===== config.mk =====
export PLATFORM = sky130hd
export DESIGN_NAME = volume_ctrl
export DESIGN_NICKNAME = d
export VERILOG_FILES = /design/src/rtl/volume_pkg.sv /design/src/rtl/volume_sat_counter.sv /design/src/rtl/volume_ctrl.sv
export SDC_FILE = /design/constraint.sdc
export NUM_CORES = 1
export LEC_CHECK = 0
export ABC_AREA = 0
export BUFFER_PORTS_ARGS = -buffer_cell sky130_fd_sc_hd__buf_2
export CORE_AREA = 2 2 82 84
export CTS_CLUSTER_DIAMETER = 40
export DETAILED_ROUTE_END_ITERATION = 7
export DIE_AREA = 0 0 84 86
export SYNTH_ARGS = -nofsm -noshare
export SYNTH_HDL_FRONTEND = slang
export SYNTH_HIERARCHICAL = 1
export SYNTH_SLANG_ARGS = --single-unit

===== constraint.sdc =====
create_clock -name clk_i -period 5.35 [get_ports clk_i]
set_clock_uncertainty 0.15 [all_clocks]
set_input_delay 0.535 -clock clk_i [delete_from_list [all_inputs] [get_ports clk_i]]
set_output_delay 0.535 -clock clk_i [all_outputs]
set_load 0.03 [all_outputs]

===== src/rtl/volume_pkg.sv =====
// Shared constants and types for the volume/attenuation stage.
package volume_pkg;

    localparam int unsigned sample_width_lp = 24;
    localparam int unsigned shift_width_lp  = 8;
    localparam int unsigned min_shift_lp    = 1;
    localparam int unsigned max_shift_lp    = 7;
    localparam int unsigned reset_shift_lp  = 3;

    typedef logic [sample_width_lp-1:0] sample_t;
    typedef logic [shift_width_lp-1:0]  shift_t;

endpackage : volume_pkg


===== src/rtl/volume_sat_counter.sv =====
// Up/down saturating counter holding the current attenuation shift.
module volume_sat_counter
    import volume_pkg::*;
#(
    parameter int unsigned min_shift_p   = min_shift_lp,
    parameter int unsigned max_shift_p   = max_shift_lp,
    parameter int unsigned reset_shift_p = reset_shift_lp
) (
    input  logic   clk_i,
    input  logic   reset_i,
    input  logic   up_i,
    input  logic   down_i,
    output shift_t shift_r
);

    localparam shift_t min_lp   = shift_t'(min_shift_p);
    localparam shift_t max_lp   = shift_t'(max_shift_p);
    localparam shift_t reset_lp = shift_t'(reset_shift_p);

    shift_t shift_n;

    // Next shift: step once per cycle on a lone request, saturating at the bounds.
    always_comb begin
        shift_n = shift_r;
        case ({up_i, down_i})
            2'b10: if (shift_r < max_lp) shift_n = shift_r + shift_t'(1);
            2'b01: if (shift_r > min_lp) shift_n = shift_r - shift_t'(1);
            default: shift_n = shift_r;
        endcase
    end

    // Shift register; reset reloads the default level without waiting for a clock.
    always_ff @(posedge clk_i or posedge reset_i) begin
        if (reset_i) begin
            shift_r <= reset_lp;
        end else begin
            shift_r <= shift_n;
        end
    end

endmodule : volume_sat_counter


===== src/rtl/volume_ctrl.sv =====
// Digital attenuation stage: input sample logically right-shifted by a stepped level.
module volume_ctrl
    import volume_pkg::*;
#(
    parameter int unsigned width_p       = sample_width_lp,
    parameter int unsigned min_shift_p   = min_shift_lp,
    parameter int unsigned max_shift_p   = max_shift_lp,
    parameter int unsigned reset_shift_p = reset_shift_lp
) (
    input  logic               clk_i,
    input  logic               reset_i,
    input  logic [width_p-1:0] sound_i,
    input  logic               up_i,
    input  logic               down_i,
    output logic [width_p-1:0] sound_o
);

    shift_t shift_r;

    volume_sat_counter #(
        .min_shift_p   (min_shift_p),
        .max_shift_p   (max_shift_p),
        .reset_shift_p (reset_shift_p)
    ) u_counter (
        .clk_i   (clk_i),
        .reset_i (reset_i),
        .up_i    (up_i),
        .down_i  (down_i),
        .shift_r (shift_r)
    );

    // Zero-latency attenuation; vacated upper bits fill with zeros.
    assign sound_o = sound_i >> shift_r;

endmodule : volume_ctrl


==> results of run 1 <==
[cell families after synthesis]
kind of cell	share of synthesized area, %
buffers and inverters	6.38
multiplexers	45.6
adder cells (fa/ha/maj)	2.02
AO/OA/AOI/OAI	15.0
XOR/XNOR	3.76
flip-flops	10.9
AND/OR/NAND/NOR	16.3
[layout make-up]
class	count	area share, %
clock buffers	3	1.91
inverters	4	0.696
multi-input cells	162	71.4
flip-flops and latches	8	9.39
well taps	77	4.46
repair buffers	52	12.2
[worst max path at each step]
| stage | slack, ns | startpoint | cells past startpoint | end |
|---|---|---|---|---|
| after global placement | 1.94 | u_counter/shift_r[1] | 5 | sound_o[5] |
| after global routing | 1.49 | u_counter/shift_r[1] | 5 | sound_o[5] |
| after floorplan | 2.39 | u_counter/shift_r[1] | 5 | sound_o[8] |
| after detailed placement | 1.92 | u_counter/shift_r[1] | 5 | sound_o[5] |
| final | 1.65 | u_counter/shift_r[1] | 5 | sound_o[5] |
| after CTS | 1.65 | u_counter/shift_r[1] | 5 | sound_o[5] |
[per-stage QoR]
step	cell area (um2)	setup WS, ns
3_5_place_dp	2120	1.92
5_1_grt	2160	1.49
4_1_cts	2160	1.65
6_report	2160	1.65
3_3_place_gp	2120	1.94
2_1_floorplan	1860	2.39
[per-layer routing]
metal / up-vias / track usage [%] / part of all wire [%]
li1: 839 / - / -
met1: 910 / 21.7 / 45
met2: 87 / 22.5 / 47
met3: 6 / 2.50 / 7.4
met4: 0 / 3.23 / 1.1
met5: - / 0 / 0
[critical path, stage by stage, from the launching register on]
cell and delay (ns):
dfstp_2 1.19, mux4_2 0.62, a222oi_1 0.49, o22a_1 0.22, o31ai_1 0.06, buf_2 0.19
[Yosys cell counts (3+ instances only)]
| cell | number |
|---|---|
| a211oi_1 | 3 |
| a22oi_1 | 3 |
| buf_2 | 7 |
| buf_6 | 5 |
| dfrtp_1 | 6 |
| ha_1 | 3 |
| inv_1 | 4 |
| mux2_2 | 7 |
| mux2i_1 | 38 |
| mux4_2 | 15 |
| nand2_1 | 6 |
| nand2b_1 | 3 |
| nand3_1 | 6 |
| nor2_1 | 14 |
| nor3_1 | 4 |
| o221ai_1 | 4 |
| o22a_1 | 3 |
| o22ai_1 | 6 |
| or3_1 | 4 |
| xnor2_1 | 3 |
| xor2_1 | 5 |
==> impl_metrics.ini, run 1 <==
[status]
status = completed

[grt]
antenna_found_initial = 0
grt_max_degree = 44
grt_use_total_pct = 14.7
grt_pass1_wl_mm = 8.75
overflow = 0
grt_pass1_vias = 1685

[synthesis]
syn_area_um2 = 1860
ys_ff_latch = 8
synth_area_leader_cell = mux2i_1
synth_area_per_cell_um2 = 9.90
synth_top_flop_cell = dfrtp_1
synthTopCellsByArea = mux2i_1 (20%), mux4_2 (18%), dfrtp_1 (8.1%)
ys_seq_area_share_pct = 10.9
ys_types = 52
synth_edf_count = 0
synthArstFlopShare_pct = 100
yosysWarningCount = 6
syn_nets = 219
netlist.area_leader.share_pct = 20.4
synthCells = 188

[clock_tree]
htreeDepth = 1
cts_made_buffers = 3
clkLatencyLatePin_ns = 0.23
cts.sinks = 8
hold_buffers = 0
cts_resized = 0
cts-root-buf = clkbuf_8
postCtsSetupBuffers = 0
clk_pin_slew_worst_paths_ns = 0.04
clock_path_buffers = 2
cts_tree = done

[finish]
fin_nets = 262
final_core_util_pct = 34.4
diodes = 0
multi_input_area_um2 = 1540
mostFrequentLayoutCells = buf_2 (51), mux2i_1 (38), mux4_2 (15)
n_fill_cell = 645
finalNonFillerCells = 306
final_common_cell = buf_2
top_regs = u_counter/shift_r x8
drive_above_1_share_pct = 37.1
area_delta_synth_final_pct = 15.9
ff_latch_area_um2 = 203
largest_reg_flops = 8
top_register = u_counter/shift_r

[flow_run]
cap_viol_max_count = 0

[critical_path]
startpoint_type = register
timing.rr.end = u_counter/shift_r[7]
worstPathArrival_ns = 3.01
crit_fanout = 43
path_class = register to output port
worstPathRequired_ns = 4.66
worstRegToRegCells = 6
end_kind = output port
r2r-start = u_counter/shift_r[1]
r2r_setup_slack_ns = 2.43

[detailed_routing]
drc_errors = 0
firstDrtPassIters = 5
drtAntennaViolNets = 0
vias = 1842
drt_iter0_markers = 244
wl_per_cell_um = 17.7
viasPerCell = 6.02
wirelength_mm = 5.43

[timing]
setup_viol = 0
max_slew_margin_pct = 30.7
slew_viol_final = 0
min_period_ns = 3.70
grt_setup_unrepaired = false
hold_viol_final = 0
setup_tns_ns = 0
worst_pin_slew_ns = 1.04
period_share_pct = 69.1
fin_hold_ws_ns = 0.0843
max_freq_mhz = 271

[floorplan]
initial_utilization_pct = 29.7
die_h_um = 86
rows = 29
core_um2 = 6280
io_pins = 52
die_width_um = 84
die_area_um2 = 7220

[min_path]
hp-class = input pin to asynchronous set/reset pin

[placement]
numPortBuffers = 51
dp_cells = 303
gp_congestion = 0.821
hpwl_mm = 4.23
Power of run 1 is not shown: default switching activity piles up to over one toggle a cycle in this logic, so the estimate is an artifact.
==> run 2, diff against run 1 <==
--- a/config.mk
+++ b/config.mk
@@ -5,12 +5,12 @@
 export SDC_FILE = /design/constraint.sdc
 export NUM_CORES = 1
 export LEC_CHECK = 0
-export ABC_AREA = 0
+export ABC_AREA = 1
 export BUFFER_PORTS_ARGS = -buffer_cell sky130_fd_sc_hd__buf_2
-export CORE_AREA = 2 2 82 84
+export CORE_AREA = 2 2 85 87
 export CTS_CLUSTER_DIAMETER = 40
 export DETAILED_ROUTE_END_ITERATION = 7
-export DIE_AREA = 0 0 84 86
+export DIE_AREA = 0 0 87 89
 export SYNTH_ARGS = -nofsm -noshare
 export SYNTH_HDL_FRONTEND = slang
 export SYNTH_HIERARCHICAL = 1
==> constraint.sdc (replaced) <==
create_clock -name clk_i -period 3.6 [get_ports clk_i]
set_clock_uncertainty 0.15 [all_clocks]
set_input_delay 0.36 -clock clk_i [delete_from_list [all_inputs] [get_ports clk_i]]
set_output_delay 0.36 -clock clk_i [all_outputs]
set_load 0.03 [all_outputs]
==> run 2 against run 1 <==
Cell area increased by 5.7%. Count of clock-buffer cells in the layout unchanged. Sequential share of layout area decreased by 0.50 points. Wire length increased by 23%. Die area increased by 7.2%. Worst setup slack got worse by 1.1 ns. Critical path depth increased by 2. Highest routed layer unchanged.
==> impl_metrics.ini, run 2 <==
[status]
status = completed

[clock_tree]
cts_made_buffers = 3
cts_tree = done
clock_path_buffers = 2
clkLatencyLatePin_ns = 0.23
cts.sinks = 8
htreeDepth = 1
clk_pin_slew_worst_paths_ns = 0.04
postCtsSetupBuffers = 0
hold_buffers = 1
cts-root-buf = clkbuf_8
cts_resized = 0

[detailed_routing]
firstDrtPassIters = 5
drc_errors = 0
wl_per_cell_um = 13.3
wirelength_mm = 6.66
drtAntennaViolNets = 0
drt_iter0_markers = 247
viasPerCell = 5.43
vias = 2721

[critical_path]
worstRegToRegCells = 10
path_cells = inv_1, nand3_1, nand3_1, o21ai_0, nand2_1, a21oi_2, buf_2
end_kind = output port
crit_fanout = 30
cpMostUsedCell = nand3_1
worstPathRequired_ns = 3.09
worstPathArrival_ns = 2.57
cp_slowest_cell = dfstp_2
path_class = register to output port
startpoint_type = register
critPathMaxStageDelay_ns = 0.85

[timing]
max_freq_mhz = 325
min_period_ns = 3.08
slew_viol_final = 0
max_slew_margin_pct = 46.2
setup_tns_ns = 0
period_share_pct = 85.6
finalWorstSetupSlack_ns = 0.520
grt_setup_unrepaired = false
setup_viol = 0
worst_pin_slew_ns = 0.805
hold_viol_final = 0

[floorplan]
die_width_um = 87
core_um2 = 6720
io_pins = 52
initial_utilization_pct = 29.6
rows = 30
die_area_um2 = 7740
die_h_um = 89

[finish]
ff_latch_area_um2 = 203
area_delta_synth_final_pct = 14.7
diodes = 0
largest_reg_flops = 8
n_fill_cell = 755
multi_input_area_um2 = 1560
drive_above_1_share_pct = 17.6
top_regs = u_counter/shift_r x8
top_register = u_counter/shift_r
final_common_cell = nand3_1
mostFrequentLayoutCells = nand3_1 (126), nand2_1 (118), buf_2 (51)
finalNonFillerCells = 501
fin_nets = 454

[synthesis]
syn_area_um2 = 1990
synthTopCellsByArea = nand3_1 (32%), nand2_1 (22%), dfrtp_1 (7.6%)
synth_area_leader_cell = nand3_1
yosys-top-cells-count = nand3_1 (126), nand2_1 (118), nor2_1 (34)
ys_types = 30
synth_area_per_cell_um2 = 5.14
synthArstFlopShare_pct = 100
ys_seq_area_share_pct = 10.2
synth_top_flop_cell = dfrtp_1
yosysMostFrequentCell = nand3_1
synth_edf_count = 0
synthCells = 387
syn_nets = 418
yosysWarningCount = 6
netlist.area_leader.share_pct = 31.7
ys_ff_latch = 8

[placement]
hpwl_mm = 4.97
numPortBuffers = 51
dp_cells = 497
gp_congestion = 0.974
dp_slack_ns = 0.849

[grt]
grt_use_total_pct = 17.5
use_met3_pct = 1.48
top_usage_layer = met2
gr-usage-met2_pct = 31.5
overflow = 0
grt_max_degree = 44
grt_pass1_vias = 2461
grt_pass1_wl_mm = 11.1
antenna_found_initial = 0
gr-usage-met1_pct = 21.4

[min_path]
hold_depth = 2
hp-class = register to register

[flow_run]
cap_viol_max_count = 0
[run 2: changes by cell type after synthesis, moves of 5 or more]
| cell | before | now |
|---|---|---|
| nand3_1 | 6 | 126 |
| nand2_1 | 6 | 118 |
| mux2i_1 | 38 | 0 |
| nor2_1 | 14 | 34 |
| inv_1 | 4 | 19 |
| mux4_2 | 15 | 0 |
| a21oi_1 | 2 | 13 |
| o21ai_0 | 2 | 11 |
| clkbuf_1 | 0 | 7 |
| mux2_2 | 7 | 0 |
| o22ai_1 | 6 | 0 |
| inv_2 | 0 | 5 |
[run 2: path summary, 6_finish.rpt]
check / start / end / slack (ns)
min: u_counter/shift_r[7] / u_counter/shift_r[7] / 0.39
min reg2reg: u_counter/shift_r[7] / u_counter/shift_r[7] / 0.39
max in group asynchronous: reset_i / u_counter/shift_r[1] / 2.51
min in group asynchronous: reset_i / u_counter/shift_r[5] / 0.49
max reg2reg: u_counter/shift_r[1] / u_counter/shift_r[6] / 1.23
max: u_counter/shift_r[1] / sound_o[4] / 0.52
[run 2: kinds of logic after synthesis]
kind of cell | after synthesis | synth area share [%]
AOI/OAI and AO/OA | 27 | 7.17
xor gates and xnor gates | 7 | 3.46
adders and majority gates | 3 | 1.89
buffers and inverters | 49 | 11.6
DFF | 8 | 10.2
and+or+nand+nor | 293 | 65.7
[run 2: area by class of cell]
type                       instances  area share [%]
tap                               80            4.39
timing repair buffer              55            12.6
multi-input combinational        330            68.2
sequential                         8            8.89
inverter                          25            4.11
clock buffer                       3            1.81
[run 2: stage by stage]
step	cell area [um2]	hold slack (ns)	util [%]
floorplan	1990	0.0242	-
detailed placement	2230	0.190	33.2
global placement	2230	0.184	33.2
finish	2280	0.393	33.9
global route	2280	0.420	33.9
CTS	2280	0.401	33.9
[run 2: per-layer routing]
| metal | vias to the layer above | wire length, um | part of all wire (%) |
|---|---|---|---|
| met5 | - | 0 | 0 |
| met4 | 0 | 232 | 3.5 |
| met3 | 22 | 401 | 6.0 |
| met2 | 118 | 3220 | 48 |
| met1 | 1227 | 2800 | 42 |
| li1 | 1354 | - | - |
[run 2: worst max-delay path, delay by kind of cell, from the launching register on]
kind,cells,cell delay (ns)
and+or+nand+nor,3,0.51
AOI/OAI and AO/OA,2,0.31
DFF,1,0.85
buffers and inverters,2,0.67
Power of run 2 is left out for the same reason.
==> run 3, diff against run 2 <==
--- a/config.mk
+++ b/config.mk
@@ -6,11 +6,12 @@
 export NUM_CORES = 1
 export LEC_CHECK = 0
 export ABC_AREA = 1
-export BUFFER_PORTS_ARGS = -buffer_cell sky130_fd_sc_hd__buf_2
-export CORE_AREA = 2 2 85 87
+export BUFFER_PORTS_ARGS = -buffer_cell sky130_fd_sc_hd__clkbuf_2
+export CORE_AREA = 2 2 67 69
 export CTS_CLUSTER_DIAMETER = 40
 export DETAILED_ROUTE_END_ITERATION = 7
-export DIE_AREA = 0 0 87 89
+export DIE_AREA = 0 0 69 71
+export PLACE_DENSITY = 0.73
 export SYNTH_ARGS = -nofsm -noshare
 export SYNTH_HDL_FRONTEND = slang
 export SYNTH_HIERARCHICAL = 1
==> run 3 against run 2 <==
Non-clock buffer count is 1 lower. Via count is 0.29% higher. Critical path depth is 3 higher. Global-route usage is 7.2 points higher. Highest routed layer unchanged. Flip-flop and latch count stayed put.
==> impl_metrics.ini, run 3 (synthesis results as in run 2) <==
[critical_path]
path_cells = nor2_4, nand3_1, nand3_1, nand2_1, nand2_1, nand3_1, nand2_1, nand2_1, nor2_1, clkbuf_2
worstPathRequired_ns = 3.09
timing.rr.end = u_counter/shift_r[7]
startpoint = u_counter/shift_r[7]
crit_fanout = 43
critPathMaxStageDelay_ns = 0.67
path_buf_inv = 1
cp_top_family = simple AND/OR/NAND/NOR gates
r2r_setup_slack_ns = 1.23
path_class = register to output port
cpMostUsedCell = nand2_1
worstPathArrival_ns = 2.54
cp_slowest_cell = nor2_4
end_kind = output port
startpoint_type = register
worstRegToRegCells = 10
r2r-start = u_counter/shift_r[0]

[finish]
mostFrequentLayoutCells = nand3_1 (126), nand2_1 (118), clkbuf_2 (51)
top_register = u_counter/shift_r
final_core_util_pct = 53.2
area_delta_synth_final_pct = 12.6
drive_above_1_share_pct = 17.4
largest_reg_flops = 8
final_common_cell = nand3_1
diodes = 0
top_regs = u_counter/shift_r x8
fin_area_um2 = 2240
multi_input_area_um2 = 1560
ff_latch_area_um2 = 203
fin_nets = 453
n_fill_cell = 475

[detailed_routing]
drtAntennaViolNets = 0
viasPerCell = 5.78
drt_iter0_markers = 495
wl_per_cell_um = 12.7
wirelength_mm = 5.99
drc_errors = 0
firstDrtPassIters = 5
vias = 2729

[clock_tree]
htreeDepth = 1
clock_path_buffers = 2
cts_tree = done
cts_made_buffers = 3
clk_pin_slew_worst_paths_ns = 0.04
cts.sinks = 8
clkLatencyLatePin_ns = 0.23
cts-root-buf = clkbuf_8

[timing]
setup_tns_ns = 0
hold_viol_final = 0
setup_viol = 0
max_freq_mhz = 328
min_period_ns = 3.05
period_share_pct = 84.6
worst_pin_slew_ns = 0.856
grt_setup_unrepaired = false
max_slew_margin_pct = 42.9
finalWorstSetupSlack_ns = 0.554
slew_viol_final = 0

[placement]
hpwl_mm = 4.47
dpl_cell_area_um2 = 2190
dp_slack_ns = 0.846
gp_congestion = 0.894
numPortBuffers = 51

[flow_run]
cap_viol_max_count = 0

[floorplan]
die_area_um2 = 4900
io_pins = 52
rows = 24
die_h_um = 71
initial_utilization_pct = 47.3
die_width_um = 69
core_um2 = 4200

[grt]
grt_pass1_wl_mm = 10.3
grt_pass1_vias = 2400
grt_use_total_pct = 24.7
grt_max_degree = 44
antenna_found_initial = 0
overflow = 0

[min_path]
hold_depth = 2
hold_start = u_counter/shift_r[7]
hp-class = register to register
hold_path_end = u_counter/shift_r[7]

[status]
status = completed
==> run 3: cell types whose count changed in the layout (fill, tap and decap cells not counted) <==
cell      change
buf_2        -51
clkbuf_2     +51
buf_4         -1
==> run 3: what timing repair did <==
item / in CTS / in global routing
endpoints found under the setup margin: 0 / 0
hold buffers: 1 / 0
gates resized for setup: 0 / 0
buffers inserted: 0 / 0
hold endpoints to repair: 6 / 0
==> run 3: cell type report <==
cell class,count,area share [%]
inverters,25,4.19
well taps,52,2.91
flip-flops and latches,8,9.06
clock buffers,3,1.84
multi-input cells,330,69.5
repair buffers,54,12.5
==> run 3: through the flow <==
| step | hold slack, ns | instances |
|---|---|---|
| floorplan | 0.0242 | 387 |
| global placement | 0.159 | 468 |
| detailed placement | 0.162 | 468 |
| CTS | 0.416 | 472 |
| global route | 0.472 | 472 |
| finish | 0.419 | 472 |
==> run 3: worst max path at each step <==
stage | slack (ns) | to | cells past startpoint
2_1_floorplan | 1.19 | sound_o[10] | 8
3_3_place_gp | 0.88 | sound_o[1] | 10
3_5_place_dp | 0.85 | sound_o[1] | 10
4_1_cts | 0.60 | sound_o[1] | 10
5_1_grt | 0.33 | sound_o[1] | 10
6_report | 0.55 | sound_o[1] | 10
==> run 3: routing by layer <==
| layer | routed length (um) | part of all wire (%) | vias up | track usage [%] |
|---|---|---|---|---|
| met5 | 0 | 0 | - | 0 |
| met3 | 469 | 7.8 | 31 | 1.99 |
| li1 | - | - | 1352 | - |
| met4 | 280 | 4.7 | 0 | 12.2 |
| met1 | 2390 | 40 | 1211 | 30.1 |
| met2 | 2840 | 47 | 135 | 43.7 |
==> run 3: worst min-delay path, delay by kind of cell (launching register included) <==
kind          cells  cell delay (ns)
flops             1             0.41
simple gates      2             0.13
Power of run 3 is left out for the same reason.
